### src/rtl/note_sequencer.sv
// Record/playback sequencer for the guitar recorder's note memory.
// Records one note word per beat; plays them back over a valid/ready handshake.
module note_sequencer #(
  parameter int ADDR_W = 6,
  parameter int NOTE_W = 32
) (
  input  logic              i_clk,
  input  logic              i_resetn,
  input  logic              i_start_rec,
  input  logic              i_start_play,
  input  logic              i_stop,
  input  logic              i_loop,
  input  logic              i_beat,
  input  logic [NOTE_W-1:0] i_note_in,
  output logic [ADDR_W-1:0] o_mem_addr,
  output logic              o_mem_wren,
  output logic [NOTE_W-1:0] o_mem_wdata,
  input  logic [NOTE_W-1:0] i_mem_rdata,
  output logic [NOTE_W-1:0] o_note_out,
  output logic              o_note_valid,
  input  logic              i_note_ready,
  output logic [ADDR_W:0]   o_rec_len,
  output logic              o_missed,
  output logic [2:0]        o_state
);

  typedef enum logic [2:0] {
    S_IDLE    = 3'd0,
    S_REC     = 3'd1,
    S_P_WAIT  = 3'd2,
    S_P_FETCH = 3'd3,
    S_P_LOAD  = 3'd4,
    S_P_OUT   = 3'd5
  } state_t;

  localparam logic [ADDR_W-1:0] ONE_A = 1;
  localparam logic [ADDR_W:0]   ONE_L = 1;
  localparam logic [ADDR_W:0]   FULL  = ONE_L << ADDR_W;

  state_t              r_state, w_state_next;
  logic [ADDR_W-1:0]   r_wptr, w_wptr_next;
  logic [ADDR_W-1:0]   r_rptr, w_rptr_next;
  logic [ADDR_W:0]     r_rec_len, w_rec_len_next;
  logic [ADDR_W-1:0]   r_mem_addr, w_mem_addr_next;
  logic                r_mem_wren, w_mem_wren_next;
  logic [NOTE_W-1:0]   r_mem_wdata, w_mem_wdata_next;
  logic [NOTE_W-1:0]   r_note_out, w_note_out_next;
  logic                r_note_valid, w_note_valid_next;
  logic                r_missed, w_missed_next;
  logic [ADDR_W:0]     w_rec_len_inc;
  logic [ADDR_W:0]     w_rptr_inc_ext;

  assign w_rec_len_inc  = r_rec_len + ONE_L;
  assign w_rptr_inc_ext = {1'b0, r_rptr} + ONE_L;

  always_ff @(posedge i_clk or negedge i_resetn) begin
    if (!i_resetn) begin
      r_state <= S_IDLE;
    end else begin
      r_state <= w_state_next;
    end
  end

  always_ff @(posedge i_clk or negedge i_resetn) begin
    if (!i_resetn) begin
      r_wptr       <= '0;
      r_rptr       <= '0;
      r_rec_len    <= '0;
      r_mem_addr   <= '0;
      r_mem_wren   <= 1'b0;
      r_mem_wdata  <= '0;
      r_note_out   <= '0;
      r_note_valid <= 1'b0;
      r_missed     <= 1'b0;
    end else begin
      r_wptr       <= w_wptr_next;
      r_rptr       <= w_rptr_next;
      r_rec_len    <= w_rec_len_next;
      r_mem_addr   <= w_mem_addr_next;
      r_mem_wren   <= w_mem_wren_next;
      r_mem_wdata  <= w_mem_wdata_next;
      r_note_out   <= w_note_out_next;
      r_note_valid <= w_note_valid_next;
      r_missed     <= w_missed_next;
    end
  end

  always_comb begin
    w_state_next      = r_state;
    w_wptr_next       = r_wptr;
    w_rptr_next       = r_rptr;
    w_rec_len_next    = r_rec_len;
    w_mem_addr_next   = r_mem_addr;
    w_mem_wren_next   = 1'b0;
    w_mem_wdata_next  = r_mem_wdata;
    w_note_out_next   = r_note_out;
    w_note_valid_next = r_note_valid;
    w_missed_next     = r_missed;

    case (r_state)
      S_IDLE: begin
        w_note_valid_next = 1'b0;
        if (i_start_rec) begin
          w_state_next   = S_REC;
          w_wptr_next    = '0;
          w_rec_len_next = '0;
        end else if (i_start_play && (r_rec_len != '0)) begin
          w_state_next  = S_P_WAIT;
          w_rptr_next   = '0;
          w_missed_next = 1'b0;
        end
      end
      S_REC: begin
        // A beat coinciding with stop still commits its write before leaving.
        if (i_beat) begin
          w_mem_addr_next  = r_wptr;
          w_mem_wdata_next = i_note_in;
          w_mem_wren_next  = 1'b1;
          w_wptr_next      = r_wptr + ONE_A;
          w_rec_len_next   = w_rec_len_inc;
          if (w_rec_len_inc == FULL) w_state_next = S_IDLE;
        end
        if (i_stop) w_state_next = S_IDLE;
      end
      S_P_WAIT: begin
        if (i_stop) begin
          w_state_next = S_IDLE;
        end else if (i_beat) begin
          w_mem_addr_next = r_rptr;
          w_state_next    = S_P_FETCH;
        end
      end
      S_P_FETCH: begin
        w_state_next = i_stop ? S_IDLE : S_P_LOAD;
      end
      S_P_LOAD: begin
        if (i_stop) begin
          w_state_next = S_IDLE;
        end else begin
          w_note_out_next   = i_mem_rdata;
          w_note_valid_next = 1'b1;
          w_state_next      = S_P_OUT;
        end
      end
      S_P_OUT: begin
        if (i_stop) begin
          w_state_next      = S_IDLE;
          w_note_valid_next = 1'b0;
        end else if (r_note_valid && i_note_ready) begin
          w_note_valid_next = 1'b0;
          w_rptr_next       = r_rptr + ONE_A;
          if (w_rptr_inc_ext == r_rec_len) begin
            if (i_loop) begin
              w_rptr_next  = '0;
              w_state_next = S_P_WAIT;
            end else begin
              w_state_next = S_IDLE;
            end
          end else begin
            w_state_next = S_P_WAIT;
          end
        end
      end
      default: begin
        w_state_next      = S_IDLE;
        w_note_valid_next = 1'b0;
      end
    endcase

    // Beats arriving while a note is still in flight are lost.
    if (i_beat && (r_state == S_P_FETCH || r_state == S_P_LOAD || r_state == S_P_OUT))
      w_missed_next = 1'b1;
  end

  assign o_mem_addr   = r_mem_addr;
  assign o_mem_wren   = r_mem_wren;
  assign o_mem_wdata  = r_mem_wdata;
  assign o_note_out   = r_note_out;
  assign o_note_valid = r_note_valid;
  assign o_rec_len    = r_rec_len;
  assign o_missed     = r_missed;
  assign o_state      = r_state;

endmodule

### config.mk
export PLATFORM = sky130hd
export DESIGN_NAME = note_sequencer
export DESIGN_NICKNAME = d
export VERILOG_FILES = /design/src/rtl/note_sequencer.sv
export SDC_FILE = /design/constraint.sdc
export NUM_CORES = 1
export LEC_CHECK = 0
export BUFFER_PORTS_ARGS = -buffer_cell sky130_fd_sc_hd__buf_2
export CORE_MARGIN = 4
export CORE_UTILIZATION = 46
export CTS_BUF_LIST = sky130_fd_sc_hd__clkbuf_8
export DETAILED_ROUTE_END_ITERATION = 8
export PLACE_DENSITY = 0.78
export SETUP_SLACK_MARGIN = 0.4
export SLEW_MARGIN = 20
export SYNTH_ARGS = -nofsm -noshare
export SYNTH_HDL_FRONTEND = slang
export SYNTH_SLANG_ARGS = --single-unit
### constraint.sdc
create_clock -name i_clk -period 2.15 [get_ports i_clk]
set_input_delay 0.1075 -clock i_clk [delete_from_list [all_inputs] [get_ports i_clk]]
set_output_delay 0.1075 -clock i_clk [all_outputs]
set_load 0.01 [all_outputs]
==> run summary, run 1 <==
Clock root buffer master = clkbuf_8
Worst Setup End Kind = flop
Synth area leaders = dfrtp_1 (57%), nand2_1 (11%), mux2_2 (8.6%), mux2i_1 (1.9%), xnor2_1 (1.5%)
Worst path arrival time = 2.30 ns
Synth Instances = 402
DP HPWL = 7.58 mm
Ys flop type = dfrtp_1
Synthesized area per cell = 10.4 um^2
Via count = 3907
VDD IR max = 0.000637 V
Nets = 714
Reg-to-Reg End = r_rptr[1]$_DFFE_PN0P_
Vias in the first global route = 4077
Worst slew pin tran = 0.462 ns
Die Ht = 103 um
Skew-Pair Late Insertion Delay = 0.36 ns
Die X = 103 um
Reg-to-reg startpoint = r_rptr[0]$_DFFE_PN0P_
Hold Path Class = input pin to flop
Logic pwr share = 40.6%
Register-to-Register Path Depth = 7
RSZ-0062 raised after global routing = yes
CTS sink cnt = 95
RD Place Congestion = 0.892
Fillers = 626
Crit. Startpoint = r_rptr[0]$_DFFE_PN0P_
Final hold slack = 0.0552 ns
CTS Buf Count = 9
Clk buf depth = 2
FMAX = 487 MHz
Area leader, netlist = dfrtp_1
Sequential share of the synthesized area = 56.8%
Number of DRC markers in iteration 0 = 192
Relative slew margins = 69.2%
Largest net degree at the start of global routing = 62
DRT Pass-1 Iters = 5
Share of Yosys cell area claimed by the top area cell type = 56.8%
Count of input and output buffers = 154
Post-route DRC = 0
Max-cap violations = 0
Initial Utilization = 47.6%
Hold Path Cell Cnt = 2
Async S/R FF share, synth = 100%
IO Count = 155
Setup-failing EPs final = 0
R2R Setup Slk = 0.1 ns
Grt total ovfl = 0
Row count = 34
LEAKAGE = 3.18 nW
Slew Limit Fails = 0
Hold endpoint = o_state[2]$_DFFE_PN0P_
Number of synthesized flops with an enable pin = 0
Worst Path Required = 2.39 ns
CP Class = flop to flop
CTS tree = yes
Initial antenna violation count = 0
Reg power frac = 42.1%
Synth unique cells = 44
Tot GR Track Use = 23.6%
Status = finished, final reports clean
Internal power = 4.29 mW
Worst Skew = 0.0116 ns
First-pass GRT wire length = 19.7 mm
H-tree depth = 3
Die area = 10700 um^2
Yosys reg bits = 95
PD cells = 1100 nW/um^2
Final min period = 2.05 ns
Final ANT Viol Nets = 0
Worst-path clk slew = 0.10 ns
Cell with the most instances after synthesis = nand2_1
Yosys warns = 0
Clock power frac = 17.2%
Switching share of power = 37.7%
WL final = 12.6 mm
Final Hold Fails = 0
Post-DR vias/cell = 5.20
Syn_nets = 478
Most instantiated cells after synthesis = nand2_1 (125), dfrtp_1 (95), mux2_2 (32), nor2_1 (15), o21ai_0 (11)
Area Growth Syn to Fin = 49.3%
Fraction of layout cells with a size suffix above 1 = 40.1%
TNS Setup = 0 ns
Mapped Area = 4190 um^2
Hold Startpoint = i_stop
Largest fanout on the critical path = 6
# diodes = 0
Final period utilization = 95.6%
Core area = 8810 um^2
Psw = 2.59 mW
WL per Instance = 16.8 um
Critical Path Start Type = flop
metal layers:
metal	vias up	global-route usage, %	part of all wire, %
met5	-	0	0
li1	1827	-	-
met1	1894	28.2	38
met2	162	42.4	54
met4	0	8.47	1.7
met3	24	4.16	6.4
cell families after synthesis:
logic type,after synthesis,synth area share (%)
simple gates,173,17.6
flops,95,56.8
compound gates,47,7.92
mux,41,10.8
buf+inv,28,2.81
xor+xnor,14,2.93
fa+ha+maj,4,1.20
registers in the layout, summed over array words and instances, names as in the netlist:
signal,cells
o_note_out,32
o_rec_len,7
o_mem_wdata,32
o_mem_wren,1
r_rptr,6
o_missed,1
r_wptr,6
o_note_valid,1
o_state,3
o_mem_addr,6
cells in the final DEF (no fill, tap or decap), types with 5 or more instances in the layout:
cell type,Yosys,routed
buf_2,9,153
buf_4,0,18
clkbuf_8,0,11
dfrtp_1,95,91
dlygate4sd3_1,0,65
inv_1,6,6
mux2_2,32,32
mux2i_1,8,8
nand2_1,125,122
nand3_1,7,6
nand4_1,5,5
nor2_1,15,12
o21ai_0,11,11
o21ai_1,10,9
xnor2_1,7,6
xor2_1,7,7
power groups by stage:
stage	Sequential [mW]	Combinational (mW)	Clock, mW
3_3_place_gp	2.87	2.41	0
2_1_floorplan	3.16	1.11	0
3_5_place_dp	2.90	2.49	0
4_1_cts	2.88	2.62	1.21
5_1_grt	2.99	3.06	1.28
6_report	2.90	2.80	1.19
worst max-delay path by stage:
stage                                   endpoint  slack, ns  depth (start not counted)
after CTS                 o_state[1]$_DFFE_PN0P_       0.15                          7
after detailed placement  o_state[1]$_DFFE_PN0P_       0.10                          7
after global routing       r_rptr[1]$_DFFE_PN0P_       0.04                          7
after floorplan           o_state[1]$_DFFE_PN0P_       0.21                          7
after global placement    o_state[1]$_DFFE_PN0P_       0.12                          7
final                      r_rptr[1]$_DFFE_PN0P_        0.1                          7
final cells by class:
class / instances / area (um^2) / share of cell area (%)
Timing Repair Buffer: 245 / 1720 / 27.6
Clock buffer: 11 / 151 / 2.42
Inverter: 8 / 35.0 / 0.560
Clock inverter: 5 / 46.3 / 0.740
Sequential cell: 95 / 2380 / 38.1
Multi-Input combinational cell: 279 / 1780 / 28.5
Tap cell: 108 / 135 / 2.16
through the flow:
stage               util (%)  total power [mW]  worst slack (ns)  instances  instance area [um^2]
floorplan                  -              4.27             0.209        402                  4220
global placement        58.2              5.27             0.122        652                  5130
CTS                     68.7              6.72             0.150        738                  6050
global route            71.0              7.33            0.0381        751                  6250
finish                  71.0              6.88            0.0952        751                  6250
detailed placement      58.2              5.39             0.103        652                  5130
what timing repair did:
action	in CTS	in global routing
hold buffers	65	0
pin swaps	5	8
resized for setup	10	14
endpoints found under the setup margin	24	50
hold endpoints to repair	98	0
cloned	0	3
setup buffers	5	10
critical path: stages (launching register included):
cell	delay, ns
dfrtp_2	0.45
ha_4	0.17
and3_4	0.15
a31o_2	0.21
a2111oi_4	0.39
buf_4	0.19
o311ai_4	0.14
a32o_1	0.25
Note: power is estimated with default switching activity, not from simulation.
==> inputs of run 2 (changes only) <==
- CTS_CLUSTER_SIZE: not set -> 12
- MAX_ROUTING_LAYER: not set -> met4
==> run 2 against run 1 <==
Against the previous run:
- combinational power down 4%
- first-iteration DRC count down 17%
- register-to-register slack worse by 0.03 ns
- routed wire length down 3.8%
- hold slack worse by 0.0027 ns
- critical path depth unchanged
- fmax down 1.3%
- sequential power about the same
- flip-flop and latch count unchanged
- clock skew up 0.00086 ns
==> run summary, run 2 (synthesis gave the netlist of run 1 again) <==
Buf/Inv on CP = 0 (was 1)
LEAKAGE = 3.11 nW (was 3.18 nW)
Largest net degree at the start of global routing = 43 (was 62)
Register-to-Register Path Depth = 7 (unchanged)
Fillers = 612 (was 626)
Worst Path Required = 2.40 ns (was 2.39 ns)
Commonest non-fill, non-tap cells in the layout = buf_2 (153), nand2_1 (124), dfrtp_1 (93), dlygate4sd3_1 (65), mux2_2 (32) (was buf_2 (153), nand2_1 (122), dfrtp_1 (91), dlygate4sd3_1 (65), mux2_2 (32))
IO Count = 155 (unchanged)
Number of DRC markers in iteration 0 = 159 (was 192)
Clock root buffer master = clkbuf_8 (unchanged)
CTS Buf Count = 9 (unchanged)
H-tree depth = 3 (unchanged)
Setup-failing EPs final = 0 (unchanged)
Clk buf depth = 2 (unchanged)
Final ANT Viol Nets = 0 (unchanged)
PD cells = 1110 nW/um^2 (was 1100 nW/um^2)
Vias in the first global route = 4004 (was 4077)
Worst slew pin tran = 0.456 ns (was 0.462 ns)
Worst-path clk slew = 0.10 ns (about the same)
Hold endpoint = o_missed$_DFFE_PN0P_ (was o_state[2]$_DFFE_PN0P_)
Final hold slack = 0.0525 ns (was 0.0552 ns)
Count of input and output buffers = 154 (unchanged)
Slowest CP cell = dfrtp_2 (unchanged)
CP peak stage delay = 0.45 ns (about the same)
Hold Path Cell Cnt = 2 (unchanged)
Slew Limit Fails = 0 (unchanged)
Die Ht = 103 um (unchanged)
Post-DR vias/cell = 5.13 (was 5.20)
VDD IR max = 0.000637 V (about the same)
CTS tree = yes (unchanged)
Largest fanout on the critical path = 4 (was 6)
Post-route DRC = 0 (unchanged)
Skew-Pair Late Insertion Delay = 0.37 ns (was 0.36 ns)
Tot GR Track Use = 24.4% (was 23.6%)
RD Place Congestion = 0.919 (was 0.892)
Most common cell after layout, fill and taps aside = buf_2 (unchanged)
WL final = 12.1 mm (was 12.6 mm)
CP Class = flop to flop (unchanged)
# diodes = 0 (unchanged)
First-pass GRT wire length = 19.5 mm (was 19.7 mm)
Max-cap violations = 0 (unchanged)
Fraction of layout cells with a size suffix above 1 = 38.8% (was 40.1%)
Final Util = 69.6% (was 71.0%)
Core area = 8810 um^2 (unchanged)
Initial Utilization = 47.6% (unchanged)
Area Growth Syn to Fin = 46.3% (was 49.3%)
Critical Path Start Type = flop (unchanged)
Final min period = 2.08 ns (was 2.05 ns)
Hold Startpoint = i_beat (was i_stop)
Status = finished, final reports clean (unchanged)
Final Hold Fails = 0 (unchanged)
DP HPWL = 7.47 mm (was 7.58 mm)
WL per Instance = 16.4 um (was 16.8 um)
Row count = 34 (unchanged)
Top Family by Delay on Critical Path = compound AO/OA/AOI/OAI gates (unchanged)
Die area = 10700 um^2 (unchanged)
Reg-to-Reg End = o_state[1]$_DFFE_PN0P_ (was r_rptr[1]$_DFFE_PN0P_)
R2R Setup Slk = 0.07 ns (was 0.1 ns)
Grt total ovfl = 0 (unchanged)
Nets = 703 (was 714)
Final period utilization = 96.8% (was 95.6%)
Relative slew margins = 69.6% (was 69.2%)
CTS sink cnt = 95 (unchanged)
Worst path arrival time = 2.34 ns (was 2.30 ns)
Worst Setup End Kind = flop (unchanged)
FMAX = 480 MHz (was 487 MHz)
Die X = 103 um (unchanged)
DRT Pass-1 Iters = 4 (was 5)
Worst Skew = 0.0124 ns (was 0.0116 ns)
Reg-to-reg startpoint = r_rptr[0]$_DFFE_PN0P_ (unchanged)
Hold Path Class = input pin to flop (unchanged)
Via count = 3794 (was 3907)
CP Cell Sequence = ha_4, and3_4, a31o_2, a2111oi_4, o311ai_2, a211oi_2, mux2i_1 (was ha_4, and3_4, a31o_2, a2111oi_4, buf_4, o311ai_4, a32o_1)
Initial antenna violation count = 0 (unchanged)
RSZ-0062 raised after global routing = yes (unchanged)
-- run 2: cell count changes in the layout (fill, tap and decap cells not counted), sizes merged --
cell	change
inv	+1
buf	-7
clkbuf	-6
clkinvlp	+2
clkinv	-2
bufinv	+1
-- run 2: power by group --
| group | switching (mW) | internal (mW) |
|---|---|---|
| clock network | 0.684 | 0.562 |
| logic | 1.43 | 1.25 |
| registers | 0.452 | 2.45 |
| total | 2.57 | 4.26 |
-- run 2: layout make-up --
| class | count | area (um^2) | area share [%] |
|---|---|---|---|
| multi-input combinational | 279 | 1790 | 29.2 |
| timing repair buffer | 234 | 1580 | 25.8 |
| tap | 108 | 135 | 2.21 |
| clock inverter | 7 | 85.1 | 1.39 |
| inverter | 8 | 30.0 | 0.490 |
| clock buffer | 9 | 124 | 2.02 |
| sequential | 95 | 2380 | 38.8 |
-- run 2: routing by layer --
| metal | up-vias | wire length (um) | GRT usage [%] |
|---|---|---|---|
| met5 | - | 0 | - |
| met2 | 133 | 6500 | 41.6 |
| met1 | 1827 | 4580 | 28.1 |
| met3 | 31 | 663 | 3.89 |
| met4 | 0 | 364 | 11.6 |
| li1 | 1803 | - | - |
-- run 2: stage by stage --
stage	setup slack, ns	total power [mW]	setup TNS [ns]	std cells	instance area, um^2
6_report	0.0687	6.83	0	740	6130
3_3_place_gp	0.111	5.28	0	653	5140
3_5_place_dp	0.0399	5.38	0	653	5140
5_1_grt	-0.00265	7.30	-0.00265	740	6130
2_1_floorplan	0.209	4.27	0	402	4220
4_1_cts	0.0923	6.78	0	740	6090
-- run 2: how the worst max path moves through the flow --
| stage | start | endpoint | cells past startpoint |
|---|---|---|---|
| 2_1_floorplan | r_rptr[0]$_DFFE_PN0P_ | o_state[1]$_DFFE_PN0P_ | 7 |
| 3_3_place_gp | r_rptr[0]$_DFFE_PN0P_ | o_state[1]$_DFFE_PN0P_ | 7 |
| 3_5_place_dp | r_rptr[0]$_DFFE_PN0P_ | o_state[1]$_DFFE_PN0P_ | 7 |
| 6_report | r_rptr[0]$_DFFE_PN0P_ | o_state[1]$_DFFE_PN0P_ | 7 |
| 4_1_cts | r_rptr[0]$_DFFE_PN0P_ | o_state[1]$_DFFE_PN0P_ | 7 |
| 5_1_grt | r_rptr[0]$_DFFE_PN0P_ | o_state[1]$_DFFE_PN0P_ | 7 |
-- run 2: what timing repair did --
item	4_1_cts	5_1_grt
hold buffers	65	0
buffers inserted	6	0
hold endpoints to repair	97	0
endpoints found under the setup margin	43	49
pin swaps	9	2
resized for setup	12	9
